File: src/rtl/apb_pkg.sv
// Constants and types shared by the APB initiator and completer.
package apb_pkg;

  localparam int unsigned APB_ADDR_W = 5;
  localparam int unsigned APB_DATA_W = 8;

  typedef enum logic {
    IDLE,
    ACCESS
  } apb_cpl_state_t;

endpackage

File: src/rtl/apb_regfile.sv
// Register storage for the APB completer: synchronous write and clear, combinational read.
module apb_regfile
  import apb_pkg::*;
#(
  parameter int unsigned ADDR_W    = APB_ADDR_W,
  parameter int unsigned DATA_W    = APB_DATA_W,
  parameter int unsigned MEM_DEPTH = 24
) (
  input  logic              pclk,
  input  logic              preset,
  input  logic              we,
  input  logic [ADDR_W-1:0] waddr,
  input  logic [DATA_W-1:0] wdata,
  input  logic [ADDR_W-1:0] raddr,
  output logic [DATA_W-1:0] rdata
);

  logic [DATA_W-1:0] mem_q [MEM_DEPTH];

  always_ff @(posedge pclk) begin
    if (preset) begin
      for (int unsigned i = 0; i < MEM_DEPTH; i++) begin
        mem_q[i] <= '0;
      end
    end else if (we && (32'(waddr) < MEM_DEPTH)) begin
      mem_q[waddr] <= wdata;
    end
  end

  // Unimplemented locations read as zero.
  assign rdata = (32'(raddr) < MEM_DEPTH) ? mem_q[raddr] : '0;

endmodule

File: src/rtl/apb_completer.sv
// APB completer: register file behind a psel/penable handshake with programmable wait states.
module apb_completer
  import apb_pkg::*;
#(
  parameter int unsigned ADDR_W      = APB_ADDR_W,
  parameter int unsigned DATA_W      = APB_DATA_W,
  parameter int unsigned MEM_DEPTH   = 24,
  parameter int unsigned WAIT_STATES = 0
) (
  input  logic              pclk,
  input  logic              preset,
  input  logic              psel,
  input  logic              penable,
  input  logic              pwrite,
  input  logic [ADDR_W-1:0] paddr,
  input  logic [DATA_W-1:0] pwdata,
  output logic [DATA_W-1:0] prdata,
  output logic              pready,
  output logic              pslverr,
  output logic              proto_err
);

  apb_cpl_state_t state_q, state_d;

  logic [3:0]        cnt_q, cnt_d;
  logic              write_q, write_d;
  logic [ADDR_W-1:0] addr_q, addr_d;
  logic [DATA_W-1:0] wdata_q, wdata_d;
  logic              pready_q, pready_d;
  logic              pslverr_q, pslverr_d;
  logic [DATA_W-1:0] prdata_q, prdata_d;
  logic              proto_err_q, proto_err_d;

  logic              setup;
  logic              complete;
  logic              cpl_write;
  logic              cpl_err;
  logic [ADDR_W-1:0] cpl_addr;
  logic              mem_we;
  logic [DATA_W-1:0] mem_rdata;

  assign setup = psel & ~penable;

  apb_regfile #(
    .ADDR_W   (ADDR_W),
    .DATA_W   (DATA_W),
    .MEM_DEPTH(MEM_DEPTH)
  ) u_regfile (
    .pclk  (pclk),
    .preset(preset),
    .we    (mem_we),
    .waddr (addr_q),
    .wdata (wdata_q),
    .raddr (cpl_addr),
    .rdata (mem_rdata)
  );

  always_ff @(posedge pclk) begin
    if (preset) begin
      state_q <= IDLE;
    end else begin
      state_q <= state_d;
    end
  end

  always_comb begin
    state_d = state_q;
    unique case (state_q)
      IDLE:    if (setup) state_d = ACCESS;
      ACCESS:  if (!psel || (penable && pready_q)) state_d = IDLE;
      default: state_d = IDLE;
    endcase
  end

  // A setup cycle is taken in either state; in ACCESS it also flags a protocol error.
  always_comb begin
    cnt_d       = cnt_q;
    write_d     = write_q;
    addr_d      = addr_q;
    wdata_d     = wdata_q;
    proto_err_d = proto_err_q;
    mem_we      = 1'b0;
    complete    = 1'b0;
    cpl_addr    = addr_q;
    cpl_write   = write_q;

    if (setup) begin
      write_d   = pwrite;
      addr_d    = paddr;
      wdata_d   = pwdata;
      cnt_d     = 4'(WAIT_STATES);
      cpl_addr  = paddr;
      cpl_write = pwrite;
      complete  = (WAIT_STATES == 0);
      if (state_q == ACCESS) proto_err_d = 1'b1;
    end else if (state_q == IDLE) begin
      if (psel) proto_err_d = 1'b1;
    end else if (!psel) begin
      proto_err_d = 1'b1;
    end else if (pready_q) begin
      mem_we = write_q & ~pslverr_q;
    end else begin
      cnt_d    = cnt_q - 4'd1;
      complete = (cnt_q == 4'd1);
    end

    cpl_err   = !(32'(cpl_addr) < MEM_DEPTH);
    pready_d  = complete;
    pslverr_d = complete & cpl_err;
    prdata_d  = (complete && !cpl_write && !cpl_err) ? mem_rdata : '0;
  end

  always_ff @(posedge pclk) begin
    if (preset) begin
      cnt_q       <= '0;
      write_q     <= 1'b0;
      addr_q      <= '0;
      wdata_q     <= '0;
      pready_q    <= 1'b0;
      pslverr_q   <= 1'b0;
      prdata_q    <= '0;
      proto_err_q <= 1'b0;
    end else begin
      cnt_q       <= cnt_d;
      write_q     <= write_d;
      addr_q      <= addr_d;
      wdata_q     <= wdata_d;
      pready_q    <= pready_d;
      pslverr_q   <= pslverr_d;
      prdata_q    <= prdata_d;
      proto_err_q <= proto_err_d;
    end
  end

  assign prdata    = prdata_q;
  assign pready    = pready_q;
  assign pslverr   = pslverr_q;
  assign proto_err = proto_err_q;

endmodule
File: config.mk
export PLATFORM = sky130hd
export DESIGN_NAME = apb_completer
export DESIGN_NICKNAME = d
export VERILOG_FILES = /design/src/rtl/apb_pkg.sv /design/src/rtl/apb_regfile.sv /design/src/rtl/apb_completer.sv
export SDC_FILE = /design/constraint.sdc
export NUM_CORES = 1
export LEC_CHECK = 0
export BUFFER_PORTS_ARGS = -buffer_cell sky130_fd_sc_hd__buf_2
export CAP_MARGIN = 30
export CORE_MARGIN = 1
export CORE_UTILIZATION = 45
export CTS_CLUSTER_DIAMETER = 200
export DETAILED_ROUTE_END_ITERATION = 7
export GPL_TIMING_DRIVEN = 0
export PLACE_DENSITY = 0.62
export SETUP_SLACK_MARGIN = 0.15
export SLEW_MARGIN = 25
export SYNTH_ARGS = -nofsm -noshare
export SYNTH_HDL_FRONTEND = slang
export SYNTH_SLANG_ARGS = --single-unit
File: constraint.sdc
create_clock -name pclk -period 2.8 [get_ports pclk]
set_clock_uncertainty 0.15 [all_clocks]
set_input_delay 0.56 -clock pclk [delete_from_list [all_inputs] [get_ports pclk]]
set_output_delay 0.56 -clock pclk [all_outputs]
set_load 0.01 [all_outputs]
==> flow_metrics.tcl, run 1 <==
set metrics [dict create \
    synth-async-reset-ratio_pct 0 \
    dp_cells 1214 \
    grt_first_pass_wirelength_um 40950 \
    yosysTopAreaCellShare_pct 54.81 \
    fp.dieArea_um2 23990 \
    critPathMaxFanout 10 \
    cts_tree "built" \
    min_period_over_period_pct 93.32 \
    dr.first_iter.drc_count 508 \
    num_io_pins 29 \
    cts_buffer_depth 3 \
    grt_pass1_vias 6597 \
    max-vdd-ir-drop_mv 0.4138 \
    synth_cell_types 53 \
    syn_area_per_cell_um2 12.06 \
    layout_common_cells "and2_1 (193), edfxtp_1 (192), nand2_1 (141)" \
    synthTopCellsByArea "edfxtp_1 (55%), and2_1 (11%), dfxtp_1 (5.7%), nand2_1 (5.1%), nor2_4 (2.6%)" \
    yosys.area.top_type "edfxtp_1" \
    die_x_um 154.9 \
    place_congestion 0.9077 \
    finalCriticalPeriod_ps 2613 \
    num_rows 55 \
    path_clk_slew_ps 60 \
    p_switching_uw 1782 \
    area_growth_pct 14.43 \
    critical_path_arrival_ps 2830 \
    yosys_register_bits 222 \
    clk_latency_ps 520 \
    yosysSeqAreaShare_pct 60.52 \
    synth_edf_count 192 \
    setup_violations 0 \
    grt-ovfl-total 0 \
    p_sw_share_pct 23.52 \
    worstMarginPinSlew_ps 821.8 \
    die_h_um 154.9 \
    worstPathRequired_ps 3010 \
    maxCapViolations 0 \
    muxShareOfSynthArea_pct 4.639 \
    synth_top_family_by_area "simple AND/OR/NAND/NOR gates" \
    worst_setup_path_end_kind "flop" \
    start_util_pct 46.18 \
    dp_hpwl_um 19420 \
    max_slew_margin_pct 45.21 \
    worstHoldPathType "input pin to flop" \
    postSynthCellCount 872 \
    p_leak_uw 0.004448 \
    ys.flop_type "edfxtp_1" \
    grtUsageTotal_pct 23.45 \
    maxSlewViolCount 0 \
    hold_ws_ps 129.0 \
    pwr-share-clk_pct 42.4 \
    post-route-util_pct 52.84 \
    first_pass_iters 5 \
    synth_compound_area_share_pct 5.543 \
    syn_nets 892 \
    wl_met1_um 12100 \
    fin_area_um2 12040 \
    mostFrequentLayoutCell "and2_1" \
    multi_input_area_um2 3953 \
    finalHoldViolations 0 \
    wirelength_um 27430 \
    antenna_left 0 \
    htreeDepth 1 \
    final_cells 1271 \
    cpPeakStageDelay_ps 570 \
    comb_power_share_pct 8.3 \
    synthAdderAreaFrac_pct 0.2379 \
    cts_root_buf "clkbuf_16" \
    p_per_area_nw_per_um2 629.5 \
    status "finished, final reports clean" \
    cts_sinks 222 \
    core_area_um2 22780 \
    num-fill-cells 2028 \
    antenna_found_initial 1 \
    area.sequential_um2 6366 \
    drc 0 \
    routed-wl-met2_um 13150 \
    yosys_warnings 0 \
    synth-xor-area-share_pct 0.3331 \
    via_count 6785 \
    p_int_uw 5795 \
    dpl_cell_area_um2 11070 \
    io_buffers 28 \
    max_freq_mhz 382.7 \
    seqPwrFrac_pct 49.3 \
    critPathLaunchType "input pin" \
    rsz0062_at_grt "no" \
    wl_per_cell_um 21.58 \
    route.detailed.vias_per_inst 5.338 \
    critPathSlowestCell "a2111oi_2" \
    worstPathCellList "buf_2 -> nand2b_4 -> buf_6 -> a21o_1 -> buf_2 -> clkbuf_1 -> nand2_1 -> nand3_1 -> nand3_1 -> a2111oi_2" \
    synthSimpleGateAreaFrac_pct 25.97 \
    hold_buffers 0 \
    syn_area_um2 10520 \
    grt_max_degree 14 \
    fin_nets 959 \
    drive_gt1_share_pct 19.75 \
    top_layer "met4" \
    cts_inserted_buffers 25 \
    wl_met3_um 1360 \
    crit_type "input pin to flop" \
]
## cell type report
| class | count | area share, % |
|---|---|---|
| diodes | 1 | 0.02079 |
| plain buffers | 52 | 2.339 |
| clock buffers | 29 | 5.322 |
| clock inverters | 16 | 1.268 |
| inverters | 4 | 0.1247 |
| multi-input cells | 594 | 32.84 |
| flip-flops and latches | 222 | 52.89 |
| well taps | 313 | 3.254 |
| repair buffers | 40 | 1.944 |
## worst paths after layout
| path | startpoint | endpoint | slack [ps] | cells after the start |
|---|---|---|---|---|
| min reg2reg | proto_err$_SDFFE_PP0P_ | proto_err$_SDFFE_PP0P_ | 320 | 2 |
| max | penable | prdata[3]$_SDFF_PP0_ | 190 | 10 |
| max reg2reg | addr_q[0]$_SDFF_PP0_ | prdata[3]$_SDFF_PP0_ | 230 | 7 |
| min | pwdata[2] | wdata_q[2]$_SDFFE_PP0P_ | 130 | 3 |
## through the flow
stage	power (uW)	setup TNS, ps	setup WS, ps
2_1_floorplan	4166	0	150.1
3_5_place_dp	4407	-46770	-403.8
5_1_grt	7783	0	151.8
6_report	7577	0	187.2
4_1_cts	7587	0	150.1
3_3_place_gp	4398	-46860	-422.1
## critical path, delay by kind of cell
kind | cells | cell delay (ps)
AND/OR/NAND/NOR | 4 | 570
AO/OA/AOI/OAI | 2 | 680
buffers and inverters | 4 | 1000
## metal layers
layer / vias to the layer above / GRT usage, %
met4: 0 / 8.109
li1: 3208 / -
met2: 173 / 38.80
met5: - / 0
met1: 3354 / 32.02
met3: 50 / 2.897
## kinds of logic after synthesis
| family | count (synthesis) |
|---|---|
| and+or+nand+nor | 479 |
| DFF | 222 |
| AOI/OAI and AO/OA | 77 |
| buffers and inverters | 56 |
| muxes | 32 |
| xor gates and xnor gates | 4 |
| adders and majority gates | 2 |
## sequential cells by signal, summed over array words and instances (netlist names)
name / flops
wdata_q: 8
addr_q: 5
prdata: 8
proto_err: 1
pslverr: 1
cnt_q: 4
write_q: 1
state_q: 1
pready: 1
u_regfile.mem_q: 192
## synthesized netlist by cell type, types with 6 or more instances
library cell,instances
a21oi_1,22
nor2_4,24
or2_1,25
a2111oi_2,7
nand4_1,10
nand3_1,32
a32oi_1,9
buf_6,6
mux2i_1,17
and3_1,6
o21ai_0,8
dfxtp_1,30
buf_2,10
a22oi_1,8
nor2_1,18
edfxtp_1,192
clkbuf_1,30
mux4_2,11
nand2_1,142
and2_1,193
a21boi_1,6
buf_4,6
## timing repair
item	4_1_cts	5_1_grt
endpoints found under the setup margin	155	196
gates resized for setup	21	10
buffers inserted	0	11
pin swaps	1	9
## power groups by stage
stage                     registers [uW]  clock network (uW)  logic [uW]
after floorplan                     3790                   0         379
after global placement              3800                   0         597
after detailed placement            3800                   0         602
after CTS                           3730                3230         618
after global routing                3740                3370         667
final                               3730                3220         628
No activity file was read; power rests on OpenSTA's default activity.
==> run 2, diff against run 1 <==
--- a/config.mk
+++ b/config.mk
@@ -5,6 +5,7 @@
 export SDC_FILE = /design/constraint.sdc
 export NUM_CORES = 1
 export LEC_CHECK = 0
+export ABC_AREA = 1
 export BUFFER_PORTS_ARGS = -buffer_cell sky130_fd_sc_hd__buf_2
 export CAP_MARGIN = 30
 export CORE_MARGIN = 1
==> run 2 against run 1 <==
Final cell count up 29%. Total power up 2.9%. Die area up 1.5%. Combinational power up 39%. Maximum frequency up 5.1%. Non-clock buffer count up 2. Area after synthesis up 1.5%. Critical path type is now flop to flop. Critical endpoint is now u_regfile.mem_q[2][6]$_SDFFCE_PN0P_.
==> flow_metrics.tcl, run 2 <==
set metrics [dict create \
    status "finished, final reports clean" \
    r2r_end "u_regfile.mem_q[2][6]$_SDFFCE_PN0P_" \
    setup_tns_ps 0 \
    htreeDepth 1 \
    yosysTopAreaCellShare_pct 53.98 \
    route.detailed.vias_per_inst 5.146 \
    num_rows 56 \
    drc 0 \
    antenna_found_initial 0 \
    critPathLaunchType "flop" \
    post-route-util_pct 51.87 \
    synth-async-reset-ratio_pct 0 \
    num_io_pins 29 \
    holdPathEnd "wdata_q[4]$_SDFFE_PP0P_" \
    n_antenna_cell 0 \
    die_x_um 156.1 \
    ys.flop_type "edfxtp_1" \
    worst_setup_path_end_kind "flop" \
    top_register "u_regfile.mem_q" \
    syn_nets 1257 \
    largest_reg_flops 192 \
    io_buffers 27 \
    grt-ovfl-total 0 \
    place_congestion 0.8915 \
    fin_nets 1317 \
    worstPathRequired_ps 2850 \
    crit_type "flop to flop" \
    p_leak_uw 0.005162 \
    r2r-start "state_q$_SDFF_PP0_" \
    cts_tree "built" \
    yosys.area.top_type "edfxtp_1" \
    first_pass_iters 5 \
    layout_common_cells "inv_1 (219), nand3_1 (213), nor2_1 (209)" \
    grtUsageTotal_pct 26.02 \
    via_count 8409 \
    cts_inserted_buffers 24 \
    core_area_um2 23400 \
    maxSlewViolCount 0 \
    start_util_pct 45.64 \
    yosys_warnings 0 \
    finalHoldViolations 0 \
    mostFrequentLayoutCell "inv_1" \
    area_growth_pct 13.65 \
    max_freq_mhz 402.2 \
    yosysSeqAreaShare_pct 59.61 \
    worstRegToRegCells 9 \
    finalCriticalPeriod_ps 2487 \
    synth_edf_count 192 \
    cts_root_buf "clkbuf_16" \
    max-vdd-ir-drop_mv 0.5509 \
    wirelength_um 30640 \
    yosys_register_bits 222 \
    critical_path_arrival_ps 2530 \
    syn_area_per_cell_um2 8.634 \
    wl_per_cell_um 18.75 \
    synthTopCellsByArea "edfxtp_1 (54%), nand3_1 (10%), nand2_1 (7.9%), inv_1 (7.7%), nor2_1 (7.3%)" \
    die_h_um 156.1 \
    maxCapViolations 0 \
    dr.first_iter.drc_count 949 \
    r2r_slack_ps 310 \
    antenna_left 0 \
    syn_area_um2 10680 \
    cts_buffer_depth 3 \
    drive_gt1_share_pct 11.79 \
    num-fill-cells 2241 \
    min_period_over_period_pct 88.80 \
    worstMarginPinSlew_ps 1145 \
    dp_hpwl_um 21550 \
    worstHoldStart "pwdata[4]" \
    grt_first_pass_wirelength_um 46510 \
    max_slew_margin_pct 23.67 \
    synth_cell_types 25 \
    yosys.cell_count.top_type "nand2_1" \
    worstHoldPathType "input pin to flop" \
    setup_violations 0 \
    p_per_area_nw_per_um2 642.3 \
    rsz0062_at_grt "no" \
    postSynthCellCount 1237 \
    critPathMaxFanout 9 \
    fp.dieArea_um2 24350 \
    grt_max_degree 14 \
    hold_depth 3 \
    grt_pass1_vias 8023 \
    path_clk_slew_ps 60 \
    synth_common_cells "nand2_1 (224), inv_1 (219), nand3_1 (213)" \
    clk_latency_ps 520 \
    cts_sinks 222 \
]
run 2: cell types whose count changed after synthesis, moves of 17 or more:
| cell | delta |
|---|---|
| and2_1 | -193 |
| inv_1 | +215 |
| mux2i_1 | -17 |
| nand2_1 | +82 |
| nand2_2 | +27 |
| nand3_1 | +181 |
| nor2_1 | +191 |
| nor2_4 | -20 |
| or2_1 | -25 |
run 2: metrics by stage:
stage / setup WS, ps / cell area [um2] / instances / hold slack, ps / power [uW]
6_report: 313.5 / 12140 / 1634 / 176.0 / 7796
5_1_grt: 136.6 / 12140 / 1634 / 191.3 / 8005
4_1_cts: 162.7 / 12010 / 1627 / 178.9 / 7770
3_5_place_dp: -366.6 / 11210 / 1583 / 328.6 / 4647
3_3_place_gp: -339.7 / 11210 / 1583 / 320.0 / 4638
2_1_floorplan: 519.5 / 10680 / 1237 / 298.4 / 4333
run 2: how the worst max path moves through the flow:
stage / startpoint / slack (ps) / to
2_1_floorplan: penable / 520 / u_regfile.mem_q[17][0]$_SDFFCE_PN0P_
3_3_place_gp: psel / -340 / u_regfile.mem_q[3][6]$_SDFFCE_PN0P_
3_5_place_dp: psel / -370 / u_regfile.mem_q[3][7]$_SDFFCE_PN0P_
4_1_cts: state_q$_SDFF_PP0_ / 160 / u_regfile.mem_q[12][1]$_SDFFCE_PN0P_
5_1_grt: state_q$_SDFF_PP0_ / 140 / u_regfile.mem_q[15][1]$_SDFFCE_PN0P_
6_report: state_q$_SDFF_PP0_ / 310 / u_regfile.mem_q[2][6]$_SDFFCE_PN0P_
run 2: final cells by class:
type / instances / area (um2) / share of cell area (%)
tap: 319 / 399.1 / 3.288
timing repair buffer: 34 / 212.7 / 1.752
sequential: 222 / 6366 / 52.45
multi-input combinational: 722 / 3226 / 26.57
buffer: 60 / 274.0 / 2.257
clock buffer: 35 / 693.2 / 5.711
clock inverter: 9 / 92.59 / 0.7628
inverter: 233 / 874.6 / 7.205
run 2: power by group:
group	total, uW	switching (uW)	internal [uW]
registers	3730	36.4	3690
clock network	3190	1300	1890
logic	874	652	222
total	7800	1990	5810
run 2: metal layers:
layer	vias to the layer above	GRT usage, %	part of all wire [%]
li1	4028	-	-
met1	3962	35.02	42
met5	-	0	0
met2	351	43.09	47
met3	68	3.222	7.7
met4	0	9.617	3.2
run 2: what timing repair did:
| action | in CTS | in global routing |
|---|---|---|
| gates resized for setup | 3 | 21 |
| setup endpoints to repair | 24 | 192 |
| endpoints found under the hold margin | 0 | 0 |
| pin swaps | 0 | 4 |
| setup buffers | 0 | 7 |
| hold buffers | 0 | 0 |
run 2: critical path: stages (launching register included):
cell and delay (ps):
dfxtp_1 350, nand2_1 60, clkinv_1 80, o21ai_0 80
nor4_1 360, nand3_1 290, nor2_4 180, buf_4 150
nand2_2 160, nand2_2 310
run 2: cell families (layout without fill, tap and decap cells):
logic type | count (synthesis) | in the layout | share of synthesized area [%]
simple gates | 688 | 688 | 27.76
buf+inv | 293 | 371 | 10.75
flops | 222 | 222 | 59.61
compound gates | 31 | 31 | 1.558
fa+ha+maj | 2 | 2 | 0.2343
xor+xnor | 1 | 1 | 0.08202
==> run 3, diff against run 2 <==
--- a/config.mk
+++ b/config.mk
@@ -6,14 +6,14 @@
 export NUM_CORES = 1
 export LEC_CHECK = 0
 export ABC_AREA = 1
-export BUFFER_PORTS_ARGS = -buffer_cell sky130_fd_sc_hd__buf_2
 export CAP_MARGIN = 30
 export CORE_MARGIN = 1
 export CORE_UTILIZATION = 45
 export CTS_CLUSTER_DIAMETER = 200
 export DETAILED_ROUTE_END_ITERATION = 7
+export DONT_BUFFER_PORTS = 1
 export GPL_TIMING_DRIVEN = 0
-export PLACE_DENSITY = 0.62
+export PLACE_DENSITY = 0.61
 export SETUP_SLACK_MARGIN = 0.15
 export SLEW_MARGIN = 25
 export SYNTH_ARGS = -nofsm -noshare
==> constraint.sdc (replaced) <==
create_clock -name pclk -period 2.8 [get_ports pclk]
set_clock_uncertainty 0.15 [all_clocks]
set_input_delay 0 -clock pclk [delete_from_list [all_inputs] [get_ports pclk]]
set_output_delay 0 -clock pclk [all_outputs]
set_load 0.01 [all_outputs]
==> run 3 against run 2 <==
Cell area grew 0.76%. Clock power up 3%. Largest power group unchanged. Total power up 1.0%. Non-clock buffer count shrank 6. Critical path depth did not move. Die area unchanged. Count of clock-buffer cells in the layout down 5. Sequential power about the same. Flip-flop and latch count stayed put. Combinational power up 0.7%.
==> flow_metrics.tcl, run 3 (synthesis results as in run 2) <==
set metrics [dict create \
    finalHoldViolations 0 \
    cts_sinks 222 \
    worstPathRequired_ps 2850 \
    drive_gt1_share_pct 10.07 \
    path_clk_slew_ps 60 \
    fp.dieArea_um2 24350 \
    max_freq_mhz 397.1 \
    clk_latency_ps 530 \
    finalCriticalPeriod_ps 2518 \
    grt-ovfl-total 0 \
    num_io_pins 29 \
    max-vdd-ir-drop_mv 0.5295 \
    antenna_found_initial 0 \
    die_h_um 156.1 \
    worst_setup_path_end_kind "flop" \
    start_util_pct 45.64 \
    layout_common_cells "inv_1 (219), nand3_1 (213), nor2_1 (209)" \
    drc 0 \
    worstMarginPinSlew_ps 1070 \
    htreeDepth 1 \
    wl_per_cell_um 18.73 \
    route.detailed.vias_per_inst 5.220 \
    core_area_um2 23400 \
    rsz0062_at_grt "no" \
    critPathLaunchType "flop" \
    cts_inserted_buffers 25 \
    status "finished, final reports clean" \
    setup_violations 0 \
    worstHoldStart "pwdata[6]" \
    post-route-util_pct 52.26 \
    critPathLaunch "state_q$_SDFF_PP0_" \
    io_buffers 0 \
    wirelength_um 30540 \
    area.sequential_um2 6366 \
    grt_first_pass_wirelength_um 46020 \
    maxCapViolations 0 \
    setup_tns_ps 0 \
    cts_tree "built" \
    num-fill-cells 2236 \
    die_x_um 156.1 \
    max_slew_margin_pct 28.69 \
    cts_root_buf "clkbuf_16" \
    mostFrequentLayoutCell "inv_1" \
    crit_type "flop to flop" \
    critical_path_arrival_ps 2570 \
    maxSlewViolCount 0 \
    grt_max_degree 14 \
    r2r-start "state_q$_SDFF_PP0_" \
    cts_buffer_depth 3 \
    dr.first_iter.drc_count 863 \
    fin_nets 1312 \
    first_pass_iters 5 \
    top_register "u_regfile.mem_q" \
    worstHoldPathType "input pin to flop" \
    n_antenna_cell 0 \
    min_period_over_period_pct 89.94 \
    antenna_left 0 \
    via_count 8508 \
    area_growth_pct 14.52 \
    critPathMaxFanout 9 \
    grt_pass1_vias 7874 \
    num_rows 56 \
    p_leak_uw 0.005145 \
    place_congestion 0.8935 \
    largest_reg_flops 192 \
    dp_hpwl_um 21480 \
    multi_input_area_um2 3218 \
    grtUsageTotal_pct 25.84 \
    p_per_area_nw_per_um2 643.9 \
]
run 3: cell types whose count changed in the layout (fill, tap and decap cells not counted), sizes merged:
| cell | delta |
|---|---|
| bufinv | +1 |
| clkinvlp | +2 |
| clkbuf | -5 |
| inv | +1 |
| buf | -26 |
| clkinv | +3 |
| dlygate4sd3 | +20 |
run 3: worst paths after layout:
path / endpoint / slack, ps / depth (start not counted)
worst max-delay path: u_regfile.mem_q[3][2]$_SDFFCE_PN0P_ / 280 / 9
worst min-delay path: wdata_q[6]$_SDFFE_PP0P_ / 60 / 3
worst min register to register: cnt_q[2]$_SDFFE_PP0P_ / 340 / 2
worst max register to register: u_regfile.mem_q[3][2]$_SDFFCE_PN0P_ / 280 / 9
run 3: report_power, final:
group          internal, uW  switching (uW)  total, uW
clock network          1940            1330       3270
logic                   231             649        880
registers              3690            38.1       3730
run 3: through the flow:
| stage | worst slack [ps] | hold WS (ps) | area (um2) | std cells | power, uW |
|---|---|---|---|---|---|
| after global routing | 170.5 | 95.63 | 12230 | 1630 | 8106 |
| after detailed placement | 87.50 | 36.32 | 11080 | 1556 | 4634 |
| after floorplan | 774.9 | 15.29 | 10680 | 1237 | 4333 |
| final | 281.6 | 64.88 | 12230 | 1630 | 7876 |
| after CTS | 163.8 | 49.05 | 12150 | 1625 | 7868 |
| after global placement | 137.6 | 26.67 | 11080 | 1556 | 4625 |
run 3: layout make-up:
class,count,share of cell area (%)
clock inverter,16,1.299
tap,319,3.263
buffer,60,2.240
sequential,222,52.05
timing repair buffer,28,2.332
inverter,233,7.151
multi-input combinational,722,26.31
clock buffer,30,5.350
run 3: what timing repair did:
| item | in CTS | in global routing |
|---|---|---|
| pin swaps | 0 | 2 |
| hold buffers | 20 | 0 |
| endpoints found under the setup margin | 112 | 160 |
| buffers inserted | 3 | 5 |
| gates resized for setup | 12 | 9 |
| hold endpoints to repair | 29 | 0 |
run 3: critical path, stage by stage (launching register included):
cell and delay, ps:
dfxtp_1 350, nand2_1 60, clkinv_1 80, o21ai_0 80
nor4_1 350, nand3_1 280, nor2_4 190, buf_4 180
nand2_2 170, nand2_2 300
run 3: per-layer routing:
layer / track usage, % / vias up / wire length [um]
li1: - / 4024 / -
met1: 35.08 / 4014 / 12640
met2: 42.62 / 391 / 14280
met3: 3.389 / 79 / 2562
met4: 8.824 / 0 / 1058
met5: 0 / - / 0
